===== src/rtl/dac_seg_pkg.sv =====
// Shared constants and types for the segmented DAC code encoder.
// Optional feature macro DAC_SEG_DEM_EN is consumed by the encoder files, not here.
package dac_seg_pkg;

    localparam int BIN_W      = 7;
    localparam int THERM_W    = 17;
    localparam int TCOUNT_W   = 5;
    localparam int FULL_SCALE = THERM_W * (1 << BIN_W) + (1 << BIN_W) - 1;

    typedef enum logic [1:0] {
        OFF    = 2'd0,
        WARMUP = 2'd1,
        ACTIVE = 2'd2
    } fsm_state_t;

    typedef logic [THERM_W-1:0] therm_t;

endpackage


===== src/rtl/dac_seg_therm_enc.sv =====
// Combinational count-to-unary mapping for the MSB segment.
// With DAC_SEG_DEM_EN defined, the unary run starts at ptr and wraps modulo THERM_W.
module dac_seg_therm_enc
    import dac_seg_pkg::*;
(
    input  logic [TCOUNT_W-1:0] tcount,
`ifdef DAC_SEG_DEM_EN
    input  logic [TCOUNT_W-1:0] ptr,
`endif
    output therm_t              therm
);

    genvar gi;
    generate
        for (gi = 0; gi < THERM_W; gi++) begin : g_bit
`ifdef DAC_SEG_DEM_EN
            logic [5:0] diff;
            logic [5:0] rel;
            // (gi - ptr) mod THERM_W, kept non-negative by adding THERM_W first
            assign diff      = 6'(gi + THERM_W) - {1'b0, ptr};
            assign rel       = (diff >= 6'(THERM_W)) ? diff - 6'(THERM_W) : diff;
            assign therm[gi] = rel < {1'b0, tcount};
`else
            assign therm[gi] = 5'(gi) < tcount;
`endif
        end
    endgenerate

endmodule


===== src/rtl/dac_seg_encoder.sv =====
// Segmented DAC encoder: power FSM, 2-stage code pipeline, binary/unary outputs with complements.
// Define DAC_SEG_DEM_EN to enable data-weighted averaging of the unary segment.
module dac_seg_encoder
    import dac_seg_pkg::*;
#(
    parameter int CODE_W        = 12,
    parameter int WARMUP_CYCLES = 16
) (
    input  logic              clkin,
    input  logic              rst,
    input  logic              en,
    input  logic [CODE_W-1:0] code,
    input  logic              code_valid,
    output logic              code_ready,
    output logic              pdb,
    output logic [BIN_W-1:0]  datainbin,
    output logic [BIN_W-1:0]  datainbinb,
    output therm_t            dataintherm,
    output therm_t            datainthermb,
    output logic              sat
);

    fsm_state_t state_reg, state_next;
    logic [7:0] warm_cnt_reg, warm_cnt_next;
    logic       pdb_reg;

    always_comb begin
        state_next    = state_reg;
        warm_cnt_next = warm_cnt_reg;
        case (state_reg)
            OFF: begin
                if (en) begin
                    state_next    = WARMUP;
                    warm_cnt_next = '0;
                end
            end
            WARMUP: begin
                if (warm_cnt_reg == 8'(WARMUP_CYCLES - 1))
                    state_next = ACTIVE;
                else
                    warm_cnt_next = warm_cnt_reg + 8'd1;
            end
            ACTIVE:  state_next = ACTIVE;
            default: state_next = OFF;
        endcase
        // Power-down wins from any state
        if (!en)
            state_next = OFF;
    end

    always_ff @(posedge clkin) begin
        if (rst) begin
            state_reg    <= OFF;
            warm_cnt_reg <= '0;
            pdb_reg      <= 1'b0;
        end else begin
            state_reg    <= state_next;
            warm_cnt_reg <= warm_cnt_next;
            pdb_reg      <= (state_next != OFF);
        end
    end

    assign code_ready = (state_reg == ACTIVE);
    assign pdb        = pdb_reg;

    logic accept;
    assign accept = code_valid && code_ready;

    logic [31:0]         code_ext;
    logic                over_fs;
    logic [BIN_W-1:0]    bin_in;
    logic [TCOUNT_W-1:0] tcount_in;

    assign code_ext  = 32'(code);
    assign over_fs   = code_ext > 32'(FULL_SCALE);
    assign bin_in    = over_fs ? '1 : code_ext[BIN_W-1:0];
    assign tcount_in = over_fs ? TCOUNT_W'(THERM_W) : code_ext[BIN_W +: TCOUNT_W];

    logic                s1_valid_reg;
    logic [BIN_W-1:0]    s1_bin_reg;
    logic [TCOUNT_W-1:0] s1_tcount_reg;
    logic                s1_sat_reg;

    // A code accepted on the en-falling edge is consumed but never enters the pipe
    always_ff @(posedge clkin) begin
        if (rst) begin
            s1_valid_reg  <= 1'b0;
            s1_bin_reg    <= '0;
            s1_tcount_reg <= '0;
            s1_sat_reg    <= 1'b0;
        end else begin
            s1_valid_reg <= accept && en;
            if (accept) begin
                s1_bin_reg    <= bin_in;
                s1_tcount_reg <= tcount_in;
                s1_sat_reg    <= over_fs;
            end
        end
    end

    therm_t therm_next;

`ifdef DAC_SEG_DEM_EN
    logic [TCOUNT_W-1:0] ptr_reg, ptr_next, s1_ptr_reg, tcount_mod;
    logic [5:0]          ptr_sum;

    assign tcount_mod = (tcount_in == TCOUNT_W'(THERM_W)) ? '0 : tcount_in;
    assign ptr_sum    = {1'b0, ptr_reg} + {1'b0, tcount_mod};
    assign ptr_next   = (ptr_sum >= 6'(THERM_W)) ? TCOUNT_W'(ptr_sum - 6'(THERM_W))
                                                 : ptr_sum[TCOUNT_W-1:0];

    // Each code is rotated by the pointer value current at its acceptance
    always_ff @(posedge clkin) begin
        if (rst) begin
            ptr_reg    <= '0;
            s1_ptr_reg <= '0;
        end else if (!en) begin
            ptr_reg    <= '0;
        end else if (accept) begin
            ptr_reg    <= ptr_next;
            s1_ptr_reg <= ptr_reg;
        end
    end

    dac_seg_therm_enc u_therm_enc (
        .tcount (s1_tcount_reg),
        .ptr    (s1_ptr_reg),
        .therm  (therm_next)
    );
`else
    dac_seg_therm_enc u_therm_enc (
        .tcount (s1_tcount_reg),
        .therm  (therm_next)
    );
`endif

    logic [BIN_W-1:0] bin_reg, binb_reg;
    therm_t           therm_reg, thermb_reg;
    logic             sat_reg;

    // True and complement rails come from twin registers of the same stage
    always_ff @(posedge clkin) begin
        if (rst || state_reg == OFF) begin
            bin_reg    <= '0;
            binb_reg   <= '1;
            therm_reg  <= '0;
            thermb_reg <= '1;
            sat_reg    <= 1'b0;
        end else if (s1_valid_reg && en) begin
            bin_reg    <= s1_bin_reg;
            binb_reg   <= ~s1_bin_reg;
            therm_reg  <= therm_next;
            thermb_reg <= ~therm_next;
            sat_reg    <= s1_sat_reg;
        end
    end

    assign datainbin    = bin_reg;
    assign datainbinb   = binb_reg;
    assign dataintherm  = therm_reg;
    assign datainthermb = thermb_reg;
    assign sat          = sat_reg;

endmodule

===== config.mk =====
export PLATFORM = sky130hd
export DESIGN_NAME = dac_seg_encoder
export DESIGN_NICKNAME = d
export VERILOG_FILES = /design/src/rtl/dac_seg_pkg.sv /design/src/rtl/dac_seg_therm_enc.sv /design/src/rtl/dac_seg_encoder.sv
export SDC_FILE = /design/constraint.sdc
export NUM_CORES = 1
export LEC_CHECK = 0
export CAP_MARGIN = 10
export CORE_ASPECT_RATIO = 1.1
export CORE_MARGIN = 1.5
export CORE_UTILIZATION = 49
export CTS_CLUSTER_DIAMETER = 120
export CTS_CLUSTER_SIZE = 40
export DETAILED_ROUTE_END_ITERATION = 8
export PLACE_DENSITY_LB_ADDON = 0.12
export SLEW_MARGIN = 40
export SYNTH_ARGS = -nofsm -noshare
export SYNTH_HDL_FRONTEND = slang
export SYNTH_HIERARCHICAL = 1
export SYNTH_SLANG_ARGS = --single-unit

===== constraint.sdc =====
create_clock -name clkin -period 2.04 [get_ports clkin]
set_input_delay 0.408 -clock clkin [delete_from_list [all_inputs] [get_ports clkin]]
set_output_delay 0.408 -clock clkin [all_outputs]
set_load 0.01 [all_outputs]

## Yosys cells after proc, flatten, opt, wreduce, memory -nomap -nowiden

Cells that the tools add are included.

| storage, ports and cells | value |
|---|---|
| bits in registers | 74 |
| input port bits | 16 |
| output and inout port bits | 51 |
| logic and storage cells | 54 |

| operators by class | value |
|---|---|
| $add $sub $neg | 1 |
| order comparisons | 18 |
| eq/ne operators | 5 |
| mux-type cells | 8 |
| bitwise operators | 2 |
| reduce and logical (&&, ||, !) cells | 8 |

Operator list:

| operator | number |
|---|---|
| $lt A4 B5 Y1 const A | 8 |
| $lt A3 B5 Y1 const A | 4 |
| $not A17 Y17 | 1 |
| $mux W8 | 2 |
| $pmux W8 S2 | 1 |
| $gt A12 B12 Y1 const B | 1 |
| $lt A1 B5 Y1 const A | 2 |
| $lt A2 B5 Y1 const A | 2 |
| $add A8 B1 Y8 const B | 1 |
| $eq A8 B4 Y1 const B | 1 |
| $mux W7 | 1 |
| $not A7 Y7 | 1 |
| $pmux W2 S3 | 1 |
| $lt A5 B5 Y1 const A | 1 |
| $mux W5 | 1 |
| $mux W2 | 2 |
| $ne A2 B2 Y1 const B | 2 |
| $reduce_bool A2 Y1 | 2 |
| $logic_and A1 B1 Y1 | 3 |
| $reduce_and A3 Y1 | 1 |
| $eq A2 B1 Y1 const B | 1 |
| $eq A2 B2 Y1 const B | 1 |
| $logic_not A2 Y1 | 1 |
| $logic_or A1 B1 Y1 | 1 |

## Depth between registers and ports, before layout

Gate-level depths: netlist of the first run.

| logic depth | value |
|---|---|
| depth after elaboration | 5 |
| mapped depth | 6 |
| gate-level depth less buffers | 5 |

## Cells and area by module

The synthesis of the first run kept the hierarchy.

Modules (own cells, without submodules):

| module | instances | cells an instance | area an instance (sq um) | sequential area each (sq um) |
|---|---|---|---|---|
| dac_seg_encoder | 1 | 287 | 2603.7 | 1481.4 |
| dac_seg_therm_enc | 1 | 30 | 171.4 | 0.0 |

## Worst setup path after synthesis of the first run

OpenSTA, ideal clock, no wires.

| path | value |
|---|---|
| path type | reg-to-reg |
| from | reg warm_cnt_reg[0] |
| to | reg warm_cnt_reg[5] |
| arrival | 1.354 ns |
| setup slack | 0.612 ns |
| cell stages (with the launch flop) | 6 |
| buffers on the path | 0 |
| period minus slack after synthesis | 1.428 ns |
| cell sequence | dfxtp_1 -> ha_1 -> nand3_1 -> o21ai_4 -> or3_1 -> a31oi_1 |

| on the way | value |
|---|---|
| word-level cells in the longest chain between the ends | 3 |

Ends and longest elaborated chain:

| item | line | source |
|---|---|---|
| start, declared | dac_seg_encoder.sv:24 | `logic [7:0] warm_cnt_reg, warm_cnt_next;` |
| start signal, assigned | dac_seg_encoder.sv:58 | `warm_cnt_reg <= warm_cnt_next;` |
| $add A8 B1 Y8 or $eq A8 B4 Y1 (tied branches) | dac_seg_encoder.sv:41, dac_seg_encoder.sv:38 |  |
| $mux W8 or $ne A2 B2 Y1 (tied branches) | -- |  |
| $pmux W8 S2 or $reduce_and A3 Y1 (tied branches) | -- |  |

Several ways; a longest one is shown, not always the timed one. The select of a mux whose other input is x is not followed.
A chain may end at the register's enable or synchronous reset.

## Worst setup path in the final report of the first run

| path | value |
|---|---|
| from | reg state_reg[1] |
| to | out code_ready |

| on the way | value |
|---|---|
| word-level cells in the longest chain between the ends | 1 |

Ends and longest elaborated chain:

| item | line | source |
|---|---|---|
| start, declared | dac_seg_encoder.sv:23 | `fsm_state_t state_reg, state_next;` |
| start signal, assigned | dac_seg_encoder.sv:57 | `state_reg <= state_next;` |
| $eq A2 B2 Y1 | dac_seg_encoder.sv:63 | `assign code_ready = (state_reg == ACTIVE);` |
| end, declared | dac_seg_encoder.sv:14 | `output logic code_ready,` |

Every way passes these cells.

==> impl_metrics.py, run 1 <==
metrics = {
    "floorplanning": {
        "rows": 28,
        "die-height_um": 81.9,
        "core_mm2": 0.00543,
        "die_x_um": 74.8,
        "initial_core_util_pct": 51.1,
        "dieArea_mm2": 0.00612,
        "io_pins": 67,
    },
    "setup_path": {
        "critPathRequiredTime_ns": 1.63,
        "reg2reg_depth": 5,
        "path_class": "reg2out",
        "cp.arrival_ns": 1.48,
        "worstSetupStartpointType": "flop",
        "critPathLaunch": "state_reg[1]",
        "cp-end-kind": "output pin",
        "reg2reg_to": "warm_cnt_reg[5]",
        "cp_max_fo": 7,
        "timing.rr.start": "warm_cnt_reg[0]",
        "endpoint": "code_ready",
        "r2r_slack_ns": 0.47,
    },
    "global_routing": {
        "grtUsageMet3_pct": 3.68,
        "use_met1_pct": 26.9,
        "met2_usage_pct": 36.0,
        "track_usage_pct": 21.4,
        "grt_pass1_vias": 2197,
        "antenna_found_initial": 0,
        "grt_remaining_overflow": 0,
        "grt_max_degree": 49,
        "grt_pass1_wl_um": 9940,
        "busiest_layer": "met2",
    },
    "clocking": {
        "post_cts_buffers": 0,
        "path_clk_slew_ns": 0.07,
        "htreeDepth": 3,
        "cts_buffers": 9,
        "cts_tree": "built",
        "clock_sinks": 74,
        "cts_root_buffer": "clkbuf_8",
        "insertion_delay_ns": 0.34,
        "cts_max_path_buffers": 2,
    },
    "route": {
        "drcViolationCount": 0,
        "wl_per_cell_um": 13.4,
        "routed_wl_um": 6160,
        "dr.pass1.iters": 4,
        "dr.first_iter.drc_count": 151,
        "routed_via_density": 5.28,
        "detail-route-antenna-nets": 0,
        "vias": 2424,
    },
    "pwr": {
        "p_per_area_mw_per_mm2": 703,
        "max-vdd-ir-drop_mv": 0.537,
        "finalPower_mw": 2.62,
        "power_leakage_nw": 1.41,
    },
    "layout": {
        "multi_input_area_mm2": 0.00120,
        "n_antenna_cell": 0,
        "final_cell_mix": "nand2_1, dfxtp_1, clkdlybuf4s50_1",
        "nets": 397,
        "synthToLayoutAreaGrowth_pct": 34.4,
        "layout.cells.non_filler": 459,
        "ff_latch_area_mm2": 0.00148,
        "mostFrequentLayoutCell": "nand2_1",
        "nFillCells": 472,
        "fin_util_pct": 68.7,
        "drive_gt1_share_pct": 10.2,
    },
    "synthesis": {
        "synth_nets": 334,
        "synthTopCellsByArea": "dfxtp_1, nand2_1, a21oi_1",
        "synth_top_area_cell": "dfxtp_1",
        "synth_fa_ha_area_share_pct": 0.451,
        "post_synth.cell_area_avg_um2": 8.75,
        "synth_top_family_by_area": "compound AO/OA/AOI/OAI gates",
        "ys_ff_latch": 74,
        "synth-compound-area-share_pct": 21.6,
        "yosys.area_share.simple_pct": 20.6,
        "synth_cell_types": 40,
        "netlist_instances": 317,
        "syn_area_mm2": 0.00278,
        "yosysTopAreaCellShare_pct": 53.4,
        "synth_warnings": 6,
        "synth.mux.area_fraction_pct": 0,
        "seq_area_frac_synth_pct": 53.4,
        "synth_xor_area_share_pct": 0.316,
    },
    "timing": {
        "final.min_clock_period_ns": 1.89,
        "relSlewSlack_pct": 72.7,
        "fin_worst_skew_ns": 0.00494,
        "rsz0062_at_grt": "false",
        "final.period_utilization_pct": 92.8,
        "slew_violations": 0,
        "setup_viol": 0,
        "hold_viol_final": 0,
        "tns_ns": 0,
        "fmax_mhz": 528,
        "worstMarginPinSlew_ns": 0.409,
        "setup_ws_ns": 0.148,
    },
    "placed_design": {
        "port_buffers": 66,
        "place_inst": 444,
        "place_congestion": 0.843,
        "dp_hpwl_um": 4210,
        "dp_slack_ns": 0.309,
    },
    "run": {
        "max_cap_viol_count": 0,
    },
    "status": {
        "status": "finished, final reports clean",
    },
    "worst_hold_path": {
        "hold_class": "reg2reg",
    },
}
-- kinds of logic after synthesis --
group / after synthesis
buffers and inverters: 24
XOR/XNOR: 1
AND/OR/NAND/NOR: 128
flip-flops: 74
adder cells (fa/ha/maj): 1
AO/OA/AOI/OAI: 89
-- cell type report --
type                            instances  area share, %
Clock buffer                           12           3.89
Clock inverter                          3           1.07
Inverter                                2          0.201
Multi-Input combinational cell        219           32.2
Sequential cell                        74           39.8
Tap cell                               75           2.52
Timing Repair Buffer                   74           20.3
-- worst min path at each step --
| stage | start | end | depth (start not counted) |
|---|---|---|---|
| 2_1_floorplan | s1_tcount_reg[3] | s1_tcount_reg[3] | 2 |
| 3_3_place_gp | dataintherm[11] | dataintherm[11] | 2 |
| 3_5_place_dp | dataintherm[11] | dataintherm[11] | 2 |
| 4_1_cts | dataintherm[11] | dataintherm[11] | 2 |
| 5_1_grt | dataintherm[11] | dataintherm[11] | 2 |
| 6_report | dataintherm[10] | dataintherm[10] | 2 |
-- Yosys cell counts --
cell type,n
o2111ai_1,2
nand3_2,1
buf_2,3
buf_4,2
xnor2_1,1
and2_1,2
a211oi_1,1
o211ai_1,17
a41o_1,2
o21ai_4,1
nor2_1,8
nor2b_2,1
o41ai_1,2
o31ai_1,2
nor4_1,1
o211a_1,1
nand2_2,1
inv_1,2
nand4_1,1
a21o_1,1
buf_1,1
o21ai_1,1
o41a_1,1
nand3b_1,3
a21oi_1,35
nor3_1,1
and2b_2,1
o21ai_0,13
o221a_2,8
nand2b_1,4
or3_1,4
clkbuf_1,16
dfxtp_1,74
nand2_1,89
or2_1,2
nand3_1,7
a31oi_1,1
or4_4,2
ha_1,1
a31o_2,1
-- layer usage --
layer,up-vias,share of wire [%]
li1,1239,-
met5,-,0
met1,1127,46
met3,5,3.7
met2,53,50
met4,0,1.1
-- timing repair --
action                                  4_1_cts  5_1_grt
resized for setup                             1        1
endpoints found under the setup margin        1        1
hold buffers                                  0        0
hold endpoints to repair                      0        0
-- worst max-delay path: stages (launching register included) --
cell and delay (ns):
dfxtp_2 0.40, nor2b_4 0.20, clkdlybuf4s50_1 0.55
-- metrics by stage --
step	instance area [um^2]	hold WS (ns)
final	3730	0.453
after global routing	3730	0.472
after CTS	3730	0.457
after detailed placement	3540	0.447
after global placement	3540	0.444
after floorplan	2780	0.429
-- power breakdown --
part | internal, mW | total [mW] | switching (mW)
Combinational | 0.0415 | 0.0847 | 0.0432
Sequential | 1.45 | 1.45 | 0.00465
Clock | 0.589 | 1.08 | 0.496
Power figures use the tool's default switching activity.
==> run 2: changes to the inputs <==
CTS_CLUSTER_DIAMETER = unset   (was 120)
==> results of run 2 <==
Final layout, timing and power as in run 1 (identical DEF).
